`src/rtl/ecg_pkg.sv`:
```
// Shared types and width helpers for the Pan-Tompkins feature stage.
package ecg_pkg;

    typedef enum logic [2:0] {
        IDLE,
        DERIV,
        SQUARE,
        INTEG,
        OUT
    } fsm_state_e;

    localparam int DERIV_SHIFT  = 3;
    localparam int DATA_W_DEF   = 16;
    localparam int WIN_LOG2_DEF = 5;

    // Squared derivative: |d| < 2**(DATA_W-2) keeps d*d within 2*DATA_W-2 bits.
    function automatic int sq_w_of(input int data_w);
        return 2 * data_w - 2;
    endfunction

    function automatic int acc_w_of(input int data_w, input int win_log2);
        return sq_w_of(data_w) + win_log2;
    endfunction

endpackage

```
`src/rtl/mwi_ring_buf.sv`:
```
// Moving-window history of squared samples; exposes the oldest entry, which is
// overwritten by the newest one on each write.
module mwi_ring_buf #(
    parameter int WIDTH      = 30,
    parameter int DEPTH_LOG2 = 5
) (
    input  logic             clk,
    input  logic             rst,
    input  logic             i_we,
    input  logic [WIDTH-1:0] i_wdata,
    output logic [WIDTH-1:0] o_oldest
);

    localparam int DEPTH = 2 ** DEPTH_LOG2;

    logic [WIDTH-1:0]      r_mem [DEPTH];
    logic [DEPTH_LOG2-1:0] r_wptr;

    assign o_oldest = r_mem[r_wptr];

    always_ff @(posedge clk) begin
        if (rst) begin
            for (int i = 0; i < DEPTH; i++) begin
                r_mem[i] <= '0;
            end
            r_wptr <= '0;
        end else if (i_we) begin
            r_mem[r_wptr] <= i_wdata;
            r_wptr        <= r_wptr + 1'b1;
        end
    end

endmodule

```
`src/rtl/ecg_qrs_feature_axis.sv`:
```
// Pan-Tompkins feature stage: 5-point derivative, square and moving-window
// integral over AXI-Stream, one sample in flight at a time.
module ecg_qrs_feature_axis
    import ecg_pkg::*;
#(
    parameter int DATA_W   = DATA_W_DEF,
    parameter int WIN_LOG2 = WIN_LOG2_DEF,
    parameter int OUT_W    = 32
) (
    input  logic                     clk,
    input  logic                     rst,
    input  logic signed [DATA_W-1:0] s_axis_tdata,
    input  logic                     s_axis_tvalid,
    output logic                     s_axis_tready,
    output logic [OUT_W-1:0]         m_axis_tdata,
    output logic                     m_axis_tvalid,
    input  logic                     m_axis_tready
);

    localparam int W_SQ  = sq_w_of(DATA_W);
    localparam int W_ACC = acc_w_of(DATA_W, WIN_LOG2);
    localparam int W_SUM = DATA_W + 3;

    // Floor of (2*x0 + x1 - x3 - 2*x4) / 8; the sum never exceeds 6*2**(DATA_W-1).
    function automatic logic signed [DATA_W-1:0] deriv5(
        input logic signed [DATA_W-1:0] a0,
        input logic signed [DATA_W-1:0] a1,
        input logic signed [DATA_W-1:0] a3,
        input logic signed [DATA_W-1:0] a4
    );
        logic signed [W_SUM-1:0] e0, e1, e3, e4, s;
        e0 = {{3{a0[DATA_W-1]}}, a0};
        e1 = {{3{a1[DATA_W-1]}}, a1};
        e3 = {{3{a3[DATA_W-1]}}, a3};
        e4 = {{3{a4[DATA_W-1]}}, a4};
        s  = (e0 <<< 1) + e1 - e3 - (e4 <<< 1);
        return DATA_W'(s >>> DERIV_SHIFT);
    endfunction

    function automatic logic [W_SQ-1:0] square(input logic signed [DATA_W-1:0] d);
        logic signed [2*DATA_W-1:0] de;
        de = {{DATA_W{d[DATA_W-1]}}, d};
        return W_SQ'(de * de);
    endfunction

    fsm_state_e               r_state, w_state_nxt;
    logic signed [DATA_W-1:0] r_x0, r_x1, r_x2, r_x3, r_x4;
    logic signed [DATA_W-1:0] r_d;
    logic [W_SQ-1:0]          r_sq;
    logic [W_ACC-1:0]         r_acc;
    logic [OUT_W-1:0]         r_tdata;
    logic                     r_tvalid;

    logic [W_SQ-1:0]  w_oldest;
    logic [W_ACC-1:0] w_acc_nxt;
    logic             w_in_hs;
    logic             w_out_hs;
    logic             w_buf_we;

    assign s_axis_tready = (r_state == IDLE) && !rst;
    assign w_in_hs       = s_axis_tvalid && s_axis_tready;
    assign w_out_hs      = r_tvalid && m_axis_tready;
    assign w_buf_we      = (r_state == INTEG);
    assign w_acc_nxt     = r_acc + {{WIN_LOG2{1'b0}}, r_sq} - {{WIN_LOG2{1'b0}}, w_oldest};
    assign m_axis_tdata  = r_tdata;
    assign m_axis_tvalid = r_tvalid;

    mwi_ring_buf #(
        .WIDTH     (W_SQ),
        .DEPTH_LOG2(WIN_LOG2)
    ) u_ring_buf (
        .clk     (clk),
        .rst     (rst),
        .i_we    (w_buf_we),
        .i_wdata (r_sq),
        .o_oldest(w_oldest)
    );

    always_ff @(posedge clk) begin
        if (rst) begin
            r_state <= IDLE;
        end else begin
            r_state <= w_state_nxt;
        end
    end

    always_comb begin
        w_state_nxt = r_state;
        case (r_state)
            IDLE:    if (w_in_hs) w_state_nxt = DERIV;
            DERIV:   w_state_nxt = SQUARE;
            SQUARE:  w_state_nxt = INTEG;
            INTEG:   w_state_nxt = OUT;
            OUT:     if (w_out_hs) w_state_nxt = IDLE;
            default: w_state_nxt = IDLE;
        endcase
    end

    always_ff @(posedge clk) begin
        if (rst) begin
            r_x0     <= '0;
            r_x1     <= '0;
            r_x2     <= '0;
            r_x3     <= '0;
            r_x4     <= '0;
            r_d      <= '0;
            r_sq     <= '0;
            r_acc    <= '0;
            r_tdata  <= '0;
            r_tvalid <= 1'b0;
        end else begin
            if (w_in_hs) begin
                r_x0 <= s_axis_tdata;
                r_x1 <= r_x0;
                r_x2 <= r_x1;
                r_x3 <= r_x2;
                r_x4 <= r_x3;
            end
            if (r_state == DERIV) begin
                r_d <= deriv5(r_x0, r_x1, r_x3, r_x4);
            end
            if (r_state == SQUARE) begin
                r_sq <= square(r_d);
            end
            if (r_state == INTEG) begin
                r_acc <= w_acc_nxt;
            end
            // Output register loads on the first OUT cycle, then holds until accepted.
            if ((r_state == OUT) && !r_tvalid) begin
                r_tdata  <= {{(OUT_W - W_SQ){1'b0}}, r_acc[W_ACC-1:WIN_LOG2]};
                r_tvalid <= 1'b1;
            end else if (w_out_hs) begin
                r_tvalid <= 1'b0;
            end
        end
    end

endmodule

```
`config.mk`:
```
export PLATFORM = sky130hd
export DESIGN_NAME = ecg_qrs_feature_axis
export DESIGN_NICKNAME = d
export VERILOG_FILES = /design/src/rtl/ecg_pkg.sv /design/src/rtl/mwi_ring_buf.sv /design/src/rtl/ecg_qrs_feature_axis.sv
export SDC_FILE = /design/constraint.sdc
export NUM_CORES = 2
export LEC_CHECK = 0
export CAP_MARGIN = 10
export CELL_PAD_IN_SITES_DETAIL_PLACEMENT = 0
export CELL_PAD_IN_SITES_GLOBAL_PLACEMENT = 1
export CORE_UTILIZATION = 45
export CTS_BUF_LIST = sky130_fd_sc_hd__clkbuf_4 sky130_fd_sc_hd__clkbuf_8
export DETAILED_ROUTE_END_ITERATION = 10
export GPL_TIMING_DRIVEN = 0
export PLACE_DENSITY_LB_ADDON = 0.1
export REMOVE_ABC_BUFFERS = 1
export SLEW_MARGIN = 20
export SYNTH_ARGS = -nofsm -noshare
export SYNTH_HDL_FRONTEND = slang
export SYNTH_SLANG_ARGS = --single-unit
```
`constraint.sdc`:
```
create_clock -name clk -period 8.2 [get_ports clk]
set_input_delay 1.23 -clock clk [delete_from_list [all_inputs] [get_ports clk]]
set_output_delay 1.23 -clock clk [all_outputs]
set_load 0.03 [all_outputs]
```
# Word level (Yosys, flattened, before mapping)

Memories as Yosys holds them, arrays and structs flattened. A register that Yosys moved wholly into a read port is not among the register bits.
Cells that the tools add are included.

Memories: 1
Memory bits (writable): 960
Logic and storage cells: 51
Output and inout port bits: 34
Flip-flop bits (word level): 200

Memory list:

| memory           | words | width | read ports | clocked after memory_dff | wr ports | RTL line           | RTL |
|---|---|---|---|---|---|---|---|
| u_ring_buf.r_mem | 32    | 30    | 1          | 1                        | 32       | mwi_ring_buf.sv:16 | `logic [WIDTH-1:0] r_mem [DEPTH];` |

Equality and inequality tests: 6
Multipliers: 1
Reduce and logical (&&, ||, !) cells: 10
$add $sub $neg: 6
Muxes and demuxes: 15

Operator list:

| operator            | number |
|---|---|
| $add 35x30->35      | 1 |
| $sub 35x30->35      | 1 |
| $mul 16x16->30      | 1 |
| $mux 30             | 1 |
| $reduce_or 30->1    | 1 |
| $sub 18x16->19      | 1 |
| $sub 19x17->19      | 1 |
| $add 17x16->18      | 1 |
| $mux 5              | 3 |
| $pmux 3 s5          | 1 |
| $mux 1              | 8 |
| $eq 3x2->1 const B  | 2 |
| $mux 3              | 2 |
| $add 5x1->5 const B | 1 |
| $logic_and 1x1->1   | 4 |
| $ne 2x2->1 const B  | 2 |
| $eq 3x1->1 const B  | 1 |
| $eq 3x3->1 const B  | 1 |
| $logic_not 3->1     | 1 |
| $logic_not 1->1     | 2 |
| $reduce_and 2->1    | 1 |
| $reduce_bool 2->1   | 1 |

# Logic depth before layout (Yosys ltp)

Word-level depth: 6
Mapped depth: 25
Gate-level depth less buffers: 22

# Hierarchy

Synthesis repeated with hierarchy kept, for this count alone.

Cell total of the unflattened synthesis: 5609
Area, all modules: 64343.0 um^2

By module, submodules not included:

| module               | instances | sequential area each (um^2) | cells each | area an instance (um^2) |
|---|---|---|---|---|
| mwi_ring_buf         | 1         | 29027.8                     | 3309       | 44916.8 |
| ecg_qrs_feature_axis | 1         | 3883.7                      | 2300       | 19426.1 |

# Worst setup path before layout

Ideal clock, no wire load.

Path kind: reg2reg
Start point: reg r_d[6]
End point: reg r_sq[28]
Data required time: 8105 ps
Stages on the path, launching flop included: 22
Slack: 2296 ps
Setup time: 95 ps
Arrival time: 5809 ps
Cells stage by stage: dfxtp_1 > clkbuf_1 > clkbuf_1 > nand2_1 > fa_1 > fa_1 > fa_1 > inv_1 > fa_1 > fa_1 > inv_1 > fa_1 > inv_1 > ha_1 > a21o_1 > a21oi_1 > o21bai_1 > a21oi_1 > a211oi_1 > or3_1 > a211o_1 > o311ai_1

Longest elaborated chain between the ends: 1

Ends and longest elaborated chain:

| element                | RTL line                    | RTL |
|---|---|---|
| from (decl)            | ecg_qrs_feature_axis.sv:48  | `logic signed [DATA_W-1:0] r_d;` |
| from (signal assigned) | ecg_qrs_feature_axis.sv:120 | `r_d <= deriv5(r_x0, r_x1, r_x3, r_x4);` |
| $mul 16x16->30         | ecg_qrs_feature_axis.sv:43  | `return W_SQ'(de * de);` |
| to (signal assigned)   | ecg_qrs_feature_axis.sv:123 | `r_sq <= square(r_d);` |
| to (decl)              | ecg_qrs_feature_axis.sv:49  | `logic [W_SQ-1:0] r_sq;` |

No other way between the ends.
A chain may end at the register's enable or synchronous reset.

# Worst setup path after layout

Start point: reg r_d[2]
End point: reg r_sq[28]

The elaborated chain is that of the path after synthesis.

==> results by group <==
CTS
  • CTS Sinks: 1132
  • H-tree Lvls: 4
  • Cts hold-fix bufs: 0
  • CTS-repair resized insts: 0
  • TritonCTS Buffers: 193
  • CTS Root Buffer Type: clkbuf_8
  • Setup Fix Bufs, Post-CTS: 0
  • Reg clk slew, reported paths: 0.06 ns
  • Clk buf depth: 3
  • Worst-Skew Late Latency: 0.92 ns
  • TritonCTS clock tree: yes

Worst setup path
  • CP cell instances: inv_1 > nor2_1 > fa_1 > inv_1 > fa_1 > fa_1 > inv_1 > fa_1 > fa_1 > inv_1 > fa_1 > inv_1 > ha_1 > a21o_1 > a21oi_1 > o21bai_1 > a21oi_1 > a211oi_1 > or3_1 > a211o_1 > o311ai_1
  • CP bufs+invs: 5
  • Crit-path leading delay family: adder cells
  • Critical Path Source Type: flop
  • Crit-path slowest cell: dfxtp_1
  • CP Class: flop to flop
  • Crit end category: flop
  • Worst path required time: 9.00 ns
  • Critical-path maximum fanout: 17
  • Most frequent CP cell: fa_1
  • WP data arrival: 7.77 ns
  • Max incr delay on CP: 0.94 ns

Global routing
  • First-pass GRT wire length: 265.8 mm
  • GRT overflow: 0
  • Gr usage total: 0.2626
  • Antenna violations before repair: 1
  • Largest net degree at the start of global routing: 81
  • Vias in the first global route: 41130

Floorplanning
  • Die area: 0.1369 sq mm
  • Rows: 134
  • Die X: 370.0 microns
  • Core ar.: 0.1340 sq mm
  • Die Y: 370.0 microns
  • Starting Density: 0.4550
  • # IOs: 54

STA
  • Max frequency: 143.5 MHz
  • Worst Skew: 0.04379 ns
  • Normalized max-slew margin: 0.2713
  • Setup violators final: 0
  • Final Max Tran Viols: 0
  • Post-Route Setup TNS: 0 ns
  • Final hold violations: 0
  • Worst Tran Pin Value: 1.092 ns
  • Final min period: 6.971 ns
  • RSZ-0062 raised after global routing: false
  • Hold WS: 0.4072 ns
  • Final period util: 0.8501

Layout
  • Synth-to-Final Area Change: 14.71%
  • Fillers: 11550
  • Nets@finish: 5329
  • Layout cells sized above 1: 0.1781

Synthesis
  • Average cell area after synthesis: 12.33 sq um
  • Cells after synthesis: 4943
  • Synth area leaders: edfxtp_1, mux4_2, fa_1
  • Unique masters post-synth: 77
  • Number of flops mapped to enable cells by yosys: 928
  • Cell taking the most area after synthesis: edfxtp_1
  • Sequential area share after synthesis: 0.5242
  • Main flop type after synthesis: edfxtp_1
  • Mapped Area: 0.06095 sq mm
  • #FFs+latches synth: 1132
  • Yosys Warn Count: 0
  • Async set-or-reset flop fraction in the synthesized netlist: 0
  • Area share of the largest cell type after synthesis: 0.4572

Drt
  • DR vias/cell: 5.813
  • Vias after detailed routing: 39600
  • First DRT Iteration DRCs: 3546
  • Total iterations of the first detailed-routing run: 5
  • Wire per inst: 26.04 microns
  • Final WL: 177.4 mm
  • Final ANT Viol Nets: 0
  • Drc violations: 0

Placed design
  • Port Buffer Count: 51
  • Detailed Place HPWL: 116.4 mm
  • GP Congestion: 0.8203

Pwr
  • PwrDens: 201.4 mW/mm^2
  • Worst vdd ir: 171.2 uV
  • Pleak: 0.02503 uW

Job
  • Number of max-cap violations: 0

Worst hold path
  • Hold crit path type: flop to flop

Outcome
  • Status: completed
## power breakdown
part           total, uW  internal (uW)  switching [uW]
Clock               5170           2780            2390
Sequential          6590           6400             183
Combinational       2330            907            1420
## worst reg2reg max path, delay by kind of cell (launching register included)
kind	cells	cell delay, ns
adders and majority gates	7	3.18
AOI/OAI and AO/OA	7	1.36
DFF	1	0.94
and+or+nand+nor	2	0.77
buffers and inverters	5	0.65
## final cells by class
type	count	area [sq um]	area share
multi-input cells	2859	25800	0.3690
repair buffers	210	4210	0.06022
well taps	1768	2212	0.03164
clock buffers	286	3430	0.04905
diodes	1	2.502	0.00003579
clock inverters	69	449.2	0.006425
flip-flops and latches	1132	31970	0.4573
inverters	487	1843	0.02636
## registers in the layout, summed over array words and instances (netlist names), named ones only
signal and count:
m_axis_tvalid 1, r_x4 16, r_sq 29, r_x2 16, r_x0 16, u_ring_buf.r_mem 928
r_x3 16, r_x1 16, r_acc 35, r_d 16, r_state 3, m_axis_tdata 30
u_ring_buf.r_wptr 5
## cells by family (layout without fill, tap and decap cells)
| kind of cell | count (synthesis) | after routing | share of synthesized area |
|---|---|---|---|
| xor gates and xnor gates | 75 | 75 | 0.01078 |
| other | 1 | 3 | 0.00006153 |
| and+or+nand+nor | 1651 | 1651 | 0.1291 |
| muxes | 322 | 322 | 0.1130 |
| buffers and inverters | 953 | 1052 | 0.05996 |
| AOI/OAI and AO/OA | 383 | 383 | 0.04032 |
| adders and majority gates | 426 | 426 | 0.1226 |
| DFF | 1132 | 1132 | 0.5242 |
## routing by layer
| metal | global-route usage | wire length [microns] |
|---|---|---|
| met1 | 0.3539 | 75020 |
| met2 | 0.4334 | 86240 |
| met3 | 0.04675 | 11400 |
| met4 | 0.07939 | 4693 |
| met5 | 0 | 0 |
## Yosys cell counts (all sizes together), types with 9 or more instances
cell type  count
ha           141
or3            9
a31oi         11
mux2          30
xnor2         49
o31ai         36
inv          476
buf           50
and2          38
a21oi        144
o21a          10
o21bai        11
clkbuf       416
a21o          36
nand4         13
nand2        382
mux4         290
nand3        101
nand2b        11
xor2          26
nand3b         9
fa           285
a211oi        17
dfxtp        204
nor3         950
clkinv        11
nor2          98
o21ai         70
edfxtp       928
## path summary, 6_finish.rpt
kind / from / to / slack, ns / cells past startpoint
min reg2reg: r_x2[1] / r_x3[1] / 0.41 / 2
max reg2reg: r_d[2] / r_sq[28] / 1.23 / 21
max: r_d[2] / r_sq[28] / 1.23 / 21
min: r_x2[1] / r_x3[1] / 0.41 / 2
## metrics by stage
step | std cells | instance area [sq um] | util | setup slack, ns | power, uW
5_1_grt | 6812 | 69910 | 0.5219 | 0.8435 | 14710
4_1_cts | 6811 | 69910 | 0.5219 | 1.089 | 14220
3_3_place_gp | 6297 | 61850 | 0.4617 | -22.41 | 8990
3_5_place_dp | 6456 | 66030 | 0.4929 | 1.107 | 9053
6_report | 6812 | 69910 | 0.5219 | 1.229 | 14080
2_1_floorplan | 4478 | 59130 | - | -5.325 | 8226
## cell usage in the layout, fill, tap and decap left out, types with 30 or more instances in the layout
cell and instances:
a21o_1 35, a21oi_1 142, and2_1 36, buf_16 102, clkbuf_4 81, clkbuf_8 205
clkdlybuf4s50_1 50, clkinv_1 42, dfxtp_1 199, edfxtp_1 928, fa_1 285, ha_1 141
inv_1 458, mux2_2 30, mux4_2 290, nand2_1 375, nand3_1 100, nor2_1 97
nor3_1 949, o21ai_0 34, o21ai_4 32, o31ai_1 35, xnor2_1 49
No activity file was read; power rests on OpenSTA's default activity.
